$ cat src/rtl/bus_codes_pkg.sv
// Bus source/destination code map shared by the transfer sequencer, the
// bus encoder and the encoder's testbench. Also holds the sequencer FSM
// state type and a one-hot decode helper.
package bus_codes_pkg;

    localparam int CODE_W      = 5;
    localparam int REQ_W       = 2 * CODE_W;
    localparam int NUM_BUS_SRC = 24;
    localparam int NUM_BUS_DST = 24;

    // Source codes: registers R0-R15 then the special bus drivers
    localparam logic [CODE_W-1:0] SRC_R0  = 5'd0,  SRC_R1  = 5'd1,  SRC_R2  = 5'd2,  SRC_R3  = 5'd3;
    localparam logic [CODE_W-1:0] SRC_R4  = 5'd4,  SRC_R5  = 5'd5,  SRC_R6  = 5'd6,  SRC_R7  = 5'd7;
    localparam logic [CODE_W-1:0] SRC_R8  = 5'd8,  SRC_R9  = 5'd9,  SRC_R10 = 5'd10, SRC_R11 = 5'd11;
    localparam logic [CODE_W-1:0] SRC_R12 = 5'd12, SRC_R13 = 5'd13, SRC_R14 = 5'd14, SRC_R15 = 5'd15;
    localparam logic [CODE_W-1:0] SRC_HI  = 5'd16, SRC_LO  = 5'd17, SRC_ZHI = 5'd18, SRC_ZLO = 5'd19;
    localparam logic [CODE_W-1:0] SRC_PC  = 5'd20, SRC_MDR = 5'd21, SRC_INPORT = 5'd22, SRC_C = 5'd23;

    // Destination codes: code 18 loads Y; Z is only ever loaded by the ALU
    localparam logic [CODE_W-1:0] DST_R0  = 5'd0,  DST_R1  = 5'd1,  DST_R2  = 5'd2,  DST_R3  = 5'd3;
    localparam logic [CODE_W-1:0] DST_R4  = 5'd4,  DST_R5  = 5'd5,  DST_R6  = 5'd6,  DST_R7  = 5'd7;
    localparam logic [CODE_W-1:0] DST_R8  = 5'd8,  DST_R9  = 5'd9,  DST_R10 = 5'd10, DST_R11 = 5'd11;
    localparam logic [CODE_W-1:0] DST_R12 = 5'd12, DST_R13 = 5'd13, DST_R14 = 5'd14, DST_R15 = 5'd15;
    localparam logic [CODE_W-1:0] DST_HI  = 5'd16, DST_LO  = 5'd17, DST_Y   = 5'd18, DST_PC  = 5'd19;
    localparam logic [CODE_W-1:0] DST_MAR = 5'd20, DST_MDR = 5'd21, DST_IR  = 5'd22, DST_OUTPORT = 5'd23;

    typedef enum logic [1:0] {
        ST_IDLE  = 2'd0,
        ST_DRIVE = 2'd1,
        ST_LOAD  = 2'd2,
        ST_ERR   = 2'd3
    } xfer_state_e;

    // One-hot decode of a bus code; out-of-range codes decode to all zeros
    function automatic logic [NUM_BUS_SRC-1:0] code_onehot(input logic [CODE_W-1:0] code);
        code_onehot = '0;
        if (code < CODE_W'(NUM_BUS_SRC)) begin
            code_onehot[code] = 1'b1;
        end
    endfunction

endpackage

$ cat src/rtl/xfer_req_fifo.sv
// Small synchronous request queue with flush. Entry storage is not reset;
// only pointers and occupancy are.
module xfer_req_fifo #(
    parameter int DEPTH = 2,
    parameter int WIDTH = 10
) (
    input  logic             clk,
    input  logic             reset_n,
    input  logic             flush_i,
    input  logic             push_i,
    input  logic             pop_i,
    input  logic [WIDTH-1:0] wdata_i,
    output logic [WIDTH-1:0] rdata_o,
    output logic             empty_o,
    output logic             full_o
);

    localparam int AW = (DEPTH > 1) ? $clog2(DEPTH) : 1;
    localparam int CW = $clog2(DEPTH) + 1;

    logic [WIDTH-1:0] mem_q [DEPTH];
    logic [AW-1:0]    wr_ptr_q;
    logic [AW-1:0]    rd_ptr_q;
    logic [CW-1:0]    count_q;
    logic             push_ok;
    logic             pop_ok;

    // Full is judged on the pre-edge count, so a same-edge pop never frees a slot early
    assign full_o  = (count_q == CW'(DEPTH));
    assign empty_o = (count_q == '0);
    assign push_ok = push_i && !full_o && !flush_i;
    assign pop_ok  = pop_i && !empty_o && !flush_i;
    assign rdata_o = mem_q[rd_ptr_q];

    // Pointer and occupancy tracking; flush empties the queue in one edge
    always_ff @(posedge clk or negedge reset_n) begin
        if (!reset_n) begin
            wr_ptr_q <= '0;
            rd_ptr_q <= '0;
            count_q  <= '0;
        end else if (flush_i) begin
            wr_ptr_q <= '0;
            rd_ptr_q <= '0;
            count_q  <= '0;
        end else begin
            if (push_ok) wr_ptr_q <= wr_ptr_q + AW'(1);
            if (pop_ok)  rd_ptr_q <= rd_ptr_q + AW'(1);
            count_q <= count_q + CW'(push_ok) - CW'(pop_ok);
        end
    end

    // Entry storage
    always_ff @(posedge clk) begin
        if (push_ok) mem_q[wr_ptr_q] <= wdata_i;
    end

endmodule

$ cat src/rtl/bus_xfer_sequencer.sv
// Register-transfer sequencer: pops queued (source, destination) requests,
// drives the one-hot source strobe for SETTLE cycles, then adds the one-hot
// destination load strobe for exactly one cycle.
module bus_xfer_sequencer
    import bus_codes_pkg::*;
#(
    parameter int FIFO_DEPTH = 2,
    parameter int SETTLE     = 1
) (
    input  logic                   clk,
    input  logic                   reset_n,
    input  logic                   req_valid,
    output logic                   req_ready,
    input  logic [CODE_W-1:0]      req_src,
    input  logic [CODE_W-1:0]      req_dst,
    input  logic                   abort,
    output logic [NUM_BUS_SRC-1:0] src_out,
    output logic [NUM_BUS_DST-1:0] dst_in,
    output logic                   xfer_done,
    output logic                   err_illegal,
    output logic                   busy
);

    logic [REQ_W-1:0]       fifo_rdata;
    logic                   fifo_empty;
    logic                   fifo_full;
    logic                   fifo_pop;
    logic [CODE_W-1:0]      head_src;
    logic [CODE_W-1:0]      head_dst;
    logic                   head_legal;

    xfer_state_e            state_q, state_d;
    logic [1:0]             cnt_q, cnt_d;
    logic [CODE_W-1:0]      src_q, src_d;
    logic [CODE_W-1:0]      dst_q, dst_d;
    logic [NUM_BUS_SRC-1:0] src_out_q, src_out_d;
    logic [NUM_BUS_DST-1:0] dst_in_q, dst_in_d;
    logic                   done_q, done_d;
    logic                   err_q, err_d;

    xfer_req_fifo #(
        .DEPTH (FIFO_DEPTH),
        .WIDTH (REQ_W)
    ) u_fifo (
        .clk     (clk),
        .reset_n (reset_n),
        .flush_i (abort),
        .push_i  (req_valid && !abort),
        .pop_i   (fifo_pop),
        .wdata_i ({req_src, req_dst}),
        .rdata_o (fifo_rdata),
        .empty_o (fifo_empty),
        .full_o  (fifo_full)
    );

    assign head_src   = fifo_rdata[REQ_W-1:CODE_W];
    assign head_dst   = fifo_rdata[CODE_W-1:0];
    assign head_legal = (head_src < CODE_W'(NUM_BUS_SRC)) && (head_dst < CODE_W'(NUM_BUS_DST));

    assign req_ready   = !fifo_full;
    assign src_out     = src_out_q;
    assign dst_in      = dst_in_q;
    assign xfer_done   = done_q;
    assign err_illegal = err_q;
    assign busy        = (state_q != ST_IDLE) || !fifo_empty;

    // Next-state, pop decision and next registered strobes
    always_comb begin
        state_d  = state_q;
        cnt_d    = cnt_q;
        src_d    = src_q;
        dst_d    = dst_q;
        fifo_pop = 1'b0;

        unique case (state_q)
            ST_DRIVE: begin
                if (cnt_q == 2'd0) state_d = ST_LOAD;
                else               cnt_d   = cnt_q - 2'd1;
            end
            default: begin
                // IDLE, LOAD and ERR all start the next request straight away
                if (!fifo_empty) begin
                    fifo_pop = 1'b1;
                    src_d    = head_src;
                    dst_d    = head_dst;
                    if (head_legal) begin
                        state_d = ST_DRIVE;
                        cnt_d   = 2'(SETTLE - 1);
                    end else begin
                        state_d = ST_ERR;
                    end
                end else begin
                    state_d = ST_IDLE;
                end
            end
        endcase

        if (abort) begin
            state_d  = ST_IDLE;
            fifo_pop = 1'b0;
        end

        src_out_d = (state_d inside {ST_DRIVE, ST_LOAD}) ? code_onehot(src_d) : '0;
        dst_in_d  = (state_d == ST_LOAD) ? code_onehot(dst_d) : '0;
        done_d    = (state_d == ST_LOAD);
        err_d     = (state_d == ST_ERR);
    end

    // Control state and registered strobes; reset drops every strobe at once
    always_ff @(posedge clk or negedge reset_n) begin
        if (!reset_n) begin
            state_q   <= ST_IDLE;
            cnt_q     <= '0;
            src_out_q <= '0;
            dst_in_q  <= '0;
            done_q    <= 1'b0;
            err_q     <= 1'b0;
        end else begin
            state_q   <= state_d;
            cnt_q     <= cnt_d;
            src_out_q <= src_out_d;
            dst_in_q  <= dst_in_d;
            done_q    <= done_d;
            err_q     <= err_d;
        end
    end

    // Codes of the transfer in flight
    always_ff @(posedge clk) begin
        src_q <= src_d;
        dst_q <= dst_d;
    end

endmodule

$ cat config.mk
export PLATFORM = sky130hd
export DESIGN_NAME = bus_xfer_sequencer
export DESIGN_NICKNAME = d
export VERILOG_FILES = /design/src/rtl/bus_codes_pkg.sv /design/src/rtl/xfer_req_fifo.sv /design/src/rtl/bus_xfer_sequencer.sv
export SDC_FILE = /design/constraint.sdc
export NUM_CORES = 1
export LEC_CHECK = 0
export ABC_CLOCK_PERIOD_IN_PS = 2210
export CAP_MARGIN = 10
export CELL_PAD_IN_SITES_DETAIL_PLACEMENT = 1
export CELL_PAD_IN_SITES_GLOBAL_PLACEMENT = 1
export CORE_MARGIN = 2
export CORE_UTILIZATION = 37
export DETAILED_ROUTE_END_ITERATION = 8
export PLACE_DENSITY_LB_ADDON = 0.05
export RECOVER_POWER = 50
export SETUP_SLACK_MARGIN = 0.2
export SYNTH_ARGS = -nofsm -noshare
export SYNTH_HDL_FRONTEND = slang
export SYNTH_SLANG_ARGS = --single-unit
$ cat constraint.sdc
create_clock -name clk -period 2.21 [get_ports clk]
set_clock_uncertainty 0.15 [all_clocks]
set_input_delay 0.442 -clock clk [delete_from_list [all_inputs] [get_ports clk]]
set_output_delay 0.442 -clock clk [all_outputs]
set_load 0.005 [all_outputs]
==> impl_metrics.py, run 1 <==
metrics = {
    "synth": {
        "synth_edf_count": 20,
        "ys_warn_count": 0,
        "synth_area_leader_cell": "dfrtp_1",
        "netlist_area_mm2": 0.00347,
        "yosys-top-cells-area": "dfrtp_1 42%, edfxtp_1 17%, nor2_1 7.7%",
        "ys_seq_area_share_pct": 64.8,
        "synth_fp_nets": 298,
        "ys_ff_latch": 88,
        "synth_commonest_cells": "71 x nor2_1, 58 x dfrtp_1, 20 x edfxtp_1",
        "synth_cell_types": 37,
        "synth_top_cell_area_share_pct": 41.8,
        "synthArstFlopShare_pct": 65.9,
        "syn_avg_cell_area_um2": 12.4,
        "syn_inst": 279,
        "yosysMostFrequentCell": "nor2_1",
        "ys.flop_type": "dfrtp_1",
    },
    "placement": {
        "dp_hpwl_mm": 5.82,
        "portBuffers": 65,
        "pre_cts_ws_ps": -104,
        "gp_congestion": 0.770,
    },
    "critical_path": {
        "rr_endpoint": "src_out[20]",
        "cp.arrival_ps": 2230,
        "r2r-start": "u_fifo.mem_q[0][8]",
        "cp_max_fo": 6,
        "critPathKind": "register to register",
        "crit_start": "u_fifo.mem_q[0][8]",
        "r2r_cells": 9,
        "required_ps": 2300,
        "cp-start-kind": "register",
        "end_kind": "register",
        "r2r_slack_ps": 70,
    },
    "drt": {
        "drt-initial-drc-count": 70,
        "post_drt_wl_per_cell_um": 15.9,
        "drt-total-wl_mm": 7.87,
        "drc": 0,
        "route.vias.total": 2415,
        "dr.pass1.iters": 4,
        "viasPerCell": 4.88,
        "postRouteAntennaNets": 0,
    },
    "grt": {
        "grt_overflow": 0,
        "grt_max_degree": 42,
        "grt_pass1_wl_mm": 13.0,
        "grt_use_total_pct": 16.7,
        "grt_util_met1_pct": 22.8,
        "antenna_found_initial": 0,
        "grt_pass1_vias": 2489,
        "use_met3_pct": 3.05,
        "globalRouteMet2Util_pct": 26.6,
        "grt_busiest_layer": "met2",
    },
    "power": {
        "power.density_mw_per_mm2": 1050,
        "p_leak_nw": 1.99,
        "peakVddDrop_uv": 414,
        "switchingPower_mw": 1.92,
        "total_power_mw": 5.21,
        "seq_power_share_pct": 39.6,
        "internal-power_mw": 3.29,
        "p_clk_share_pct": 22.1,
        "p_sw_share_pct": 36.8,
        "comb_power_share_pct": 38.3,
    },
    "floorplanning": {
        "pin_count": 66,
        "rows": 35,
        "start_util_pct": 37.9,
        "fp.dieArea_mm2": 0.0102,
        "core_mm2": 0.00915,
        "die_h_um": 101,
        "die_x_um": 101,
    },
    "worst_hold_path": {
        "min_path_type": "register to register",
        "hold_end": "src_q[3]",
        "min_from": "src_q[3]",
        "hold_depth": 2,
    },
    "timing": {
        "holdWs_ps": 352,
        "setup_viol": 0,
        "tightest_slew_ps": 1080,
        "post-route-period-util_pct": 96.8,
        "hold_viol": 0,
        "timing.final.ws_setup_ps": 70.6,
        "slew_viol_final": 0,
        "fmax_ghz": 0.467,
        "rsz0062_at_grt": "true",
        "max_slew_margin_pct": 28.2,
        "period_needed_ps": 2140,
    },
    "layout": {
        "drive_above_1_share_pct": 28.1,
        "diodes": 0,
        "areaGrowthSynthToFinish_pct": 43.0,
        "fin_nets": 398,
    },
    "flow_run": {
        "cap_violations": 0,
    },
    "clock_tree": {
        "numCtsBuffers": 9,
        "max-clock-path-buffers": 2,
        "insertion_delay_ps": 350,
        "cts.sinks": 88,
        "cts_tree": "yes",
        "cts_htree_levels": 3,
        "root_buffer": "clkbuf_8",
        "clk_pin_slew_ps": 100,
    },
    "run_status": {
        "outcome": "finished, final reports clean",
    },
}
worst max-delay path by stage:
| stage | endpoint |
|---|---|
| 6_report | src_out[20] |
| 5_1_grt | src_out[3] |
| 4_1_cts | src_out[14] |
| 3_5_place_dp | src_out[14] |
| 3_3_place_gp | src_out[3] |
| 2_1_floorplan | src_out[15] |
layout by cell type, fill, tap and decap left out, types with 3 or more instances in the layout:
cell | netlist | routed
a32oi_2 | 12 | 15
buf_12 | 0 | 3
buf_4 | 0 | 22
buf_6 | 5 | 6
clkbuf_8 | 0 | 9
clkdlybuf4s50_1 | 0 | 52
dfrtp_1 | 58 | 57
dfxtp_1 | 10 | 10
dlygate4sd3_1 | 0 | 11
edfxtp_1 | 20 | 20
inv_1 | 12 | 12
mux2i_1 | 8 | 8
nand2_1 | 8 | 8
nand2b_1 | 5 | 4
nor2_1 | 71 | 50
nor2_2 | 2 | 11
nor2_4 | 0 | 12
nor2b_1 | 9 | 6
nor3_1 | 6 | 5
nor3b_2 | 2 | 3
o21ai_0 | 6 | 6
o32ai_1 | 4 | 4
final cells by class:
class	instances	area, um^2
clock buffer	9	124
clock inverter	7	77.6
fill	949	4190
inverter	12	45.0
multi-input combinational	170	1380
sequential	88	2250
tap	111	139
timing repair buffer	98	948
sequential cells by signal, indices dropped and copies added, names as in the netlist:
signal,flops
u_fifo.rd_ptr_q,1
src_q,5
cnt_q,2
src_out,24
u_fifo.wr_ptr_q,1
u_fifo.mem_q,20
state_q,2
dst_q,5
u_fifo.count_q,2
err_illegal,1
dst_in,24
xfer_done,1
power by group through the flow:
stage               clock, mW  combinational (mW)  sequential, mW
global route             1.26                2.20            2.10
global placement            0                1.69            2.08
detailed placement          0                1.73            2.09
finish                   1.15                2.00            2.07
floorplan                   0                1.17            2.06
CTS                      1.19                1.88            2.06
metal layers:
metal / share of wire [%] / wire length [um]
met5: 0 / 0
met3: 4.3 / 342
met4: 1.4 / 114
met2: 47 / 3740
met1: 47 / 3670
logic make-up (layout without fill, tap and decap cells):
| kind of cell | count (synthesis) | after routing | share of synthesized area (%) |
|---|---|---|---|
| DFF | 88 | 88 | 64.8 |
| AOI/OAI and AO/OA | 40 | 40 | 11.5 |
| adders and majority gates | 5 | 5 | 1.80 |
| buffers and inverters | 21 | 126 | 3.46 |
| and+or+nand+nor | 112 | 112 | 14.8 |
| xor gates and xnor gates | 4 | 4 | 1.01 |
| muxes | 9 | 9 | 2.63 |
worst max-delay path: stages (launching register included):
cell      delay (ps)
edfxtp_1         430
a221oi_2         320
a21oi_2           80
a22oi_2          150
nor2_2            90
ha_4             330
nor2_4            60
a32oi_2          190
buf_6            170
nor2_1            50
what timing repair did:
action / 4_1_cts / 5_1_grt
buffers inserted: 3 / 2
setup endpoints to repair: 52 / 50
resized for setup: 29 / 29
pin swaps: 14 / 4
hold buffers: 1 / 0
endpoints found under the hold margin: 17 / 0
metrics by stage:
stage,setup TNS (ps),std cells,util (%),cell area [um^2]
2_1_floorplan,0,279,-,3560
3_3_place_gp,-178,473,49.0,4490
3_5_place_dp,-1480,473,49.0,4490
4_1_cts,0,493,52.8,4830
5_1_grt,-135,495,54.3,4970
6_report,0,495,54.3,4970
Power figures use the tool's default switching activity.
==> run 2, diff against run 1 <==
Settings changed: SETUP_SLACK_MARGIN 0.2 to default.
==> run 2 against run 1 <==
Flip-flop and latch count unchanged. Register-to-register slack better by 40 ps. Total power down 3.1%. Critical path depth down 6. Cell area down 3.5%. Combinational power down 11%. Non-clock buffer count up 7. Routed wire length up 1.2%. Clock-buffer cell count up 1. Critical path type is now register to primary output. Critical endpoint is now req_ready. Largest cell class unchanged. Largest power group unchanged.
==> impl_metrics.py, run 2 (synthesized netlist as in run 1, its figures left out) <==
metrics = {
    "run_status": {
        "outcome": "finished, final reports clean",
    },
    "timing": {
        "hold_viol": 0,
        "fin_setup_tns_ps": 0,
        "fmax_ghz": 0.472,
        "slew_viol_final": 0,
        "post-route-period-util_pct": 95.8,
        "tightest_slew_ps": 1260,
        "period_needed_ps": 2120,
        "max_slew_margin_pct": 15.8,
        "setup_viol": 0,
        "rsz0062_at_grt": "true",
    },
    "floorplanning": {
        "die_h_um": 101,
        "rows": 35,
        "die_x_um": 101,
        "start_util_pct": 37.9,
        "pin_count": 66,
        "core_mm2": 0.00915,
        "fp.dieArea_mm2": 0.0102,
    },
    "critical_path": {
        "cp_max_fo": 2,
        "crit_start": "u_fifo.count_q[0]",
        "cp-endpoint": "req_ready",
        "r2r_cells": 6,
        "cp.arrival_ps": 1530,
        "cp-start-kind": "register",
        "r2r_slack_ps": 110,
        "r2r-start": "state_q[0]",
        "required_ps": 1620,
        "critPathKind": "register to primary output",
        "worst_path_max_delay_cell": "clkdlybuf4s50_1",
        "end_kind": "primary output",
        "crit_chain": "buf_4 > nand2b_1 > clkdlybuf4s50_1",
        "rr_endpoint": "src_out[13]",
        "max_stage_delay_ps": 460,
    },
    "drt": {
        "postRouteAntennaNets": 0,
        "met2_length_mm": 3.95,
        "dr.pass1.iters": 4,
        "routed-wl-met3_um": 279,
        "post_drt_wl_per_cell_um": 15.9,
        "drc": 0,
        "wl_met1_mm": 3.65,
        "route.vias.total": 2458,
        "drt-initial-drc-count": 60,
        "viasPerCell": 4.90,
        "drt-total-wl_mm": 7.96,
        "top_layer": "met4",
    },
    "layout": {
        "final_core_util_pct": 52.3,
        "layout_commonest_cell": "nor2_1",
        "areaGrowthSynthToFinish_pct": 37.9,
        "fin_nets": 405,
        "finalNonFillerCells": 502,
        "drive_above_1_share_pct": 21.5,
        "diodes": 0,
        "final_cell_mix": "69 x nor2_1, 58 x dfrtp_1, 54 x clkdlybuf4s50_1, 34 x buf_4, 20 x edfxtp_1",
        "design_area_mm2": 0.00479,
    },
    "clock_tree": {
        "numCtsBuffers": 9,
        "root_buffer": "clkbuf_8",
        "cts_htree_levels": 3,
        "cts.sinks": 88,
        "cts_tree": "yes",
        "clk_pin_slew_ps": 100,
        "max-clock-path-buffers": 2,
        "insertion_delay_ps": 360,
    },
    "grt": {
        "grt_overflow": 0,
        "antenna_found_initial": 0,
        "grt_use_total_pct": 16.7,
        "grt_pass1_wl_mm": 13.0,
        "grt_max_degree": 59,
        "grt_pass1_vias": 2519,
    },
    "power": {
        "p_leak_nw": 2.00,
        "total_power_mw": 5.05,
        "peakVddDrop_uv": 437,
        "power.density_mw_per_mm2": 1050,
    },
    "placement": {
        "dpl_cell_area_mm2": 0.00446,
        "portBuffers": 65,
        "gp_congestion": 0.744,
        "placedCellCount": 476,
        "dp_hpwl_mm": 5.74,
    },
    "worst_hold_path": {
        "min_path_type": "register to register",
        "hold_depth": 2,
    },
    "flow_run": {
        "cap_violations": 0,
    },
}
run 2: cell count changes in the layout (fill, tap and decap cells not counted), moves of 3 or more:
cell	change
buf_6	-4
nor2_1	+19
nor2_2	-8
nor2_4	-11
buf_4	+12
a32oi_1	+3
run 2: critical path, delay by kind of cell (launching register included):
kind	cells	cell delay, ps
buffers and inverters	2	610
and+or+nand+nor	1	160
DFF	1	410
run 2: layer usage:
metal	global-route usage (%)	vias up
met5	0	-
met4	5.30	0
met3	3.68	8
met2	27.9	55
met1	21.8	1210
li1	-	1185
run 2: area by class of cell:
type	instances	area, um^2
clock buffer	10	149
tap	111	139
sequential	88	2250
fill	967	4360
multi-input combinational	170	1170
inverter	12	45.0
timing repair buffer	105	962
clock inverter	6	72.6
run 2: worst min path at each step:
stage / startpoint / end / slack [ps]
after global routing: src_q[3] / src_q[3] / 380
after CTS: src_q[3] / src_q[3] / 360
after global placement: reset_n / dst_in[3] / 310
after floorplan: reset_n / cnt_q[0] / -4
final: src_q[3] / src_q[3] / 360
after detailed placement: reset_n / dst_in[2] / 320
run 2: what timing repair did:
action,CTS,global route
gates resized for setup,6,5
pin swaps,2,3
endpoints found under the hold margin,58,0
setup buffers,5,4
endpoints found under the setup margin,25,47
hold buffers,1,0
run 2: through the flow:
| stage | hold WS (ps) | setup WS [ps] |
|---|---|---|
| 6_report | 358 | 91.9 |
| 5_1_grt | 379 | -7.86 |
| 4_1_cts | 360 | -4.56 |
| 3_5_place_dp | 321 | -127 |
| 3_3_place_gp | 313 | -80.1 |
| 2_1_floorplan | -3.59 | -15.7 |
run 2: report_power, final:
| group | internal, mW | switching [mW] |
|---|---|---|
| registers | 1.88 | 0.171 |
| logic | 0.806 | 0.964 |
| clock network | 0.608 | 0.624 |
| total | 3.29 | 1.76 |
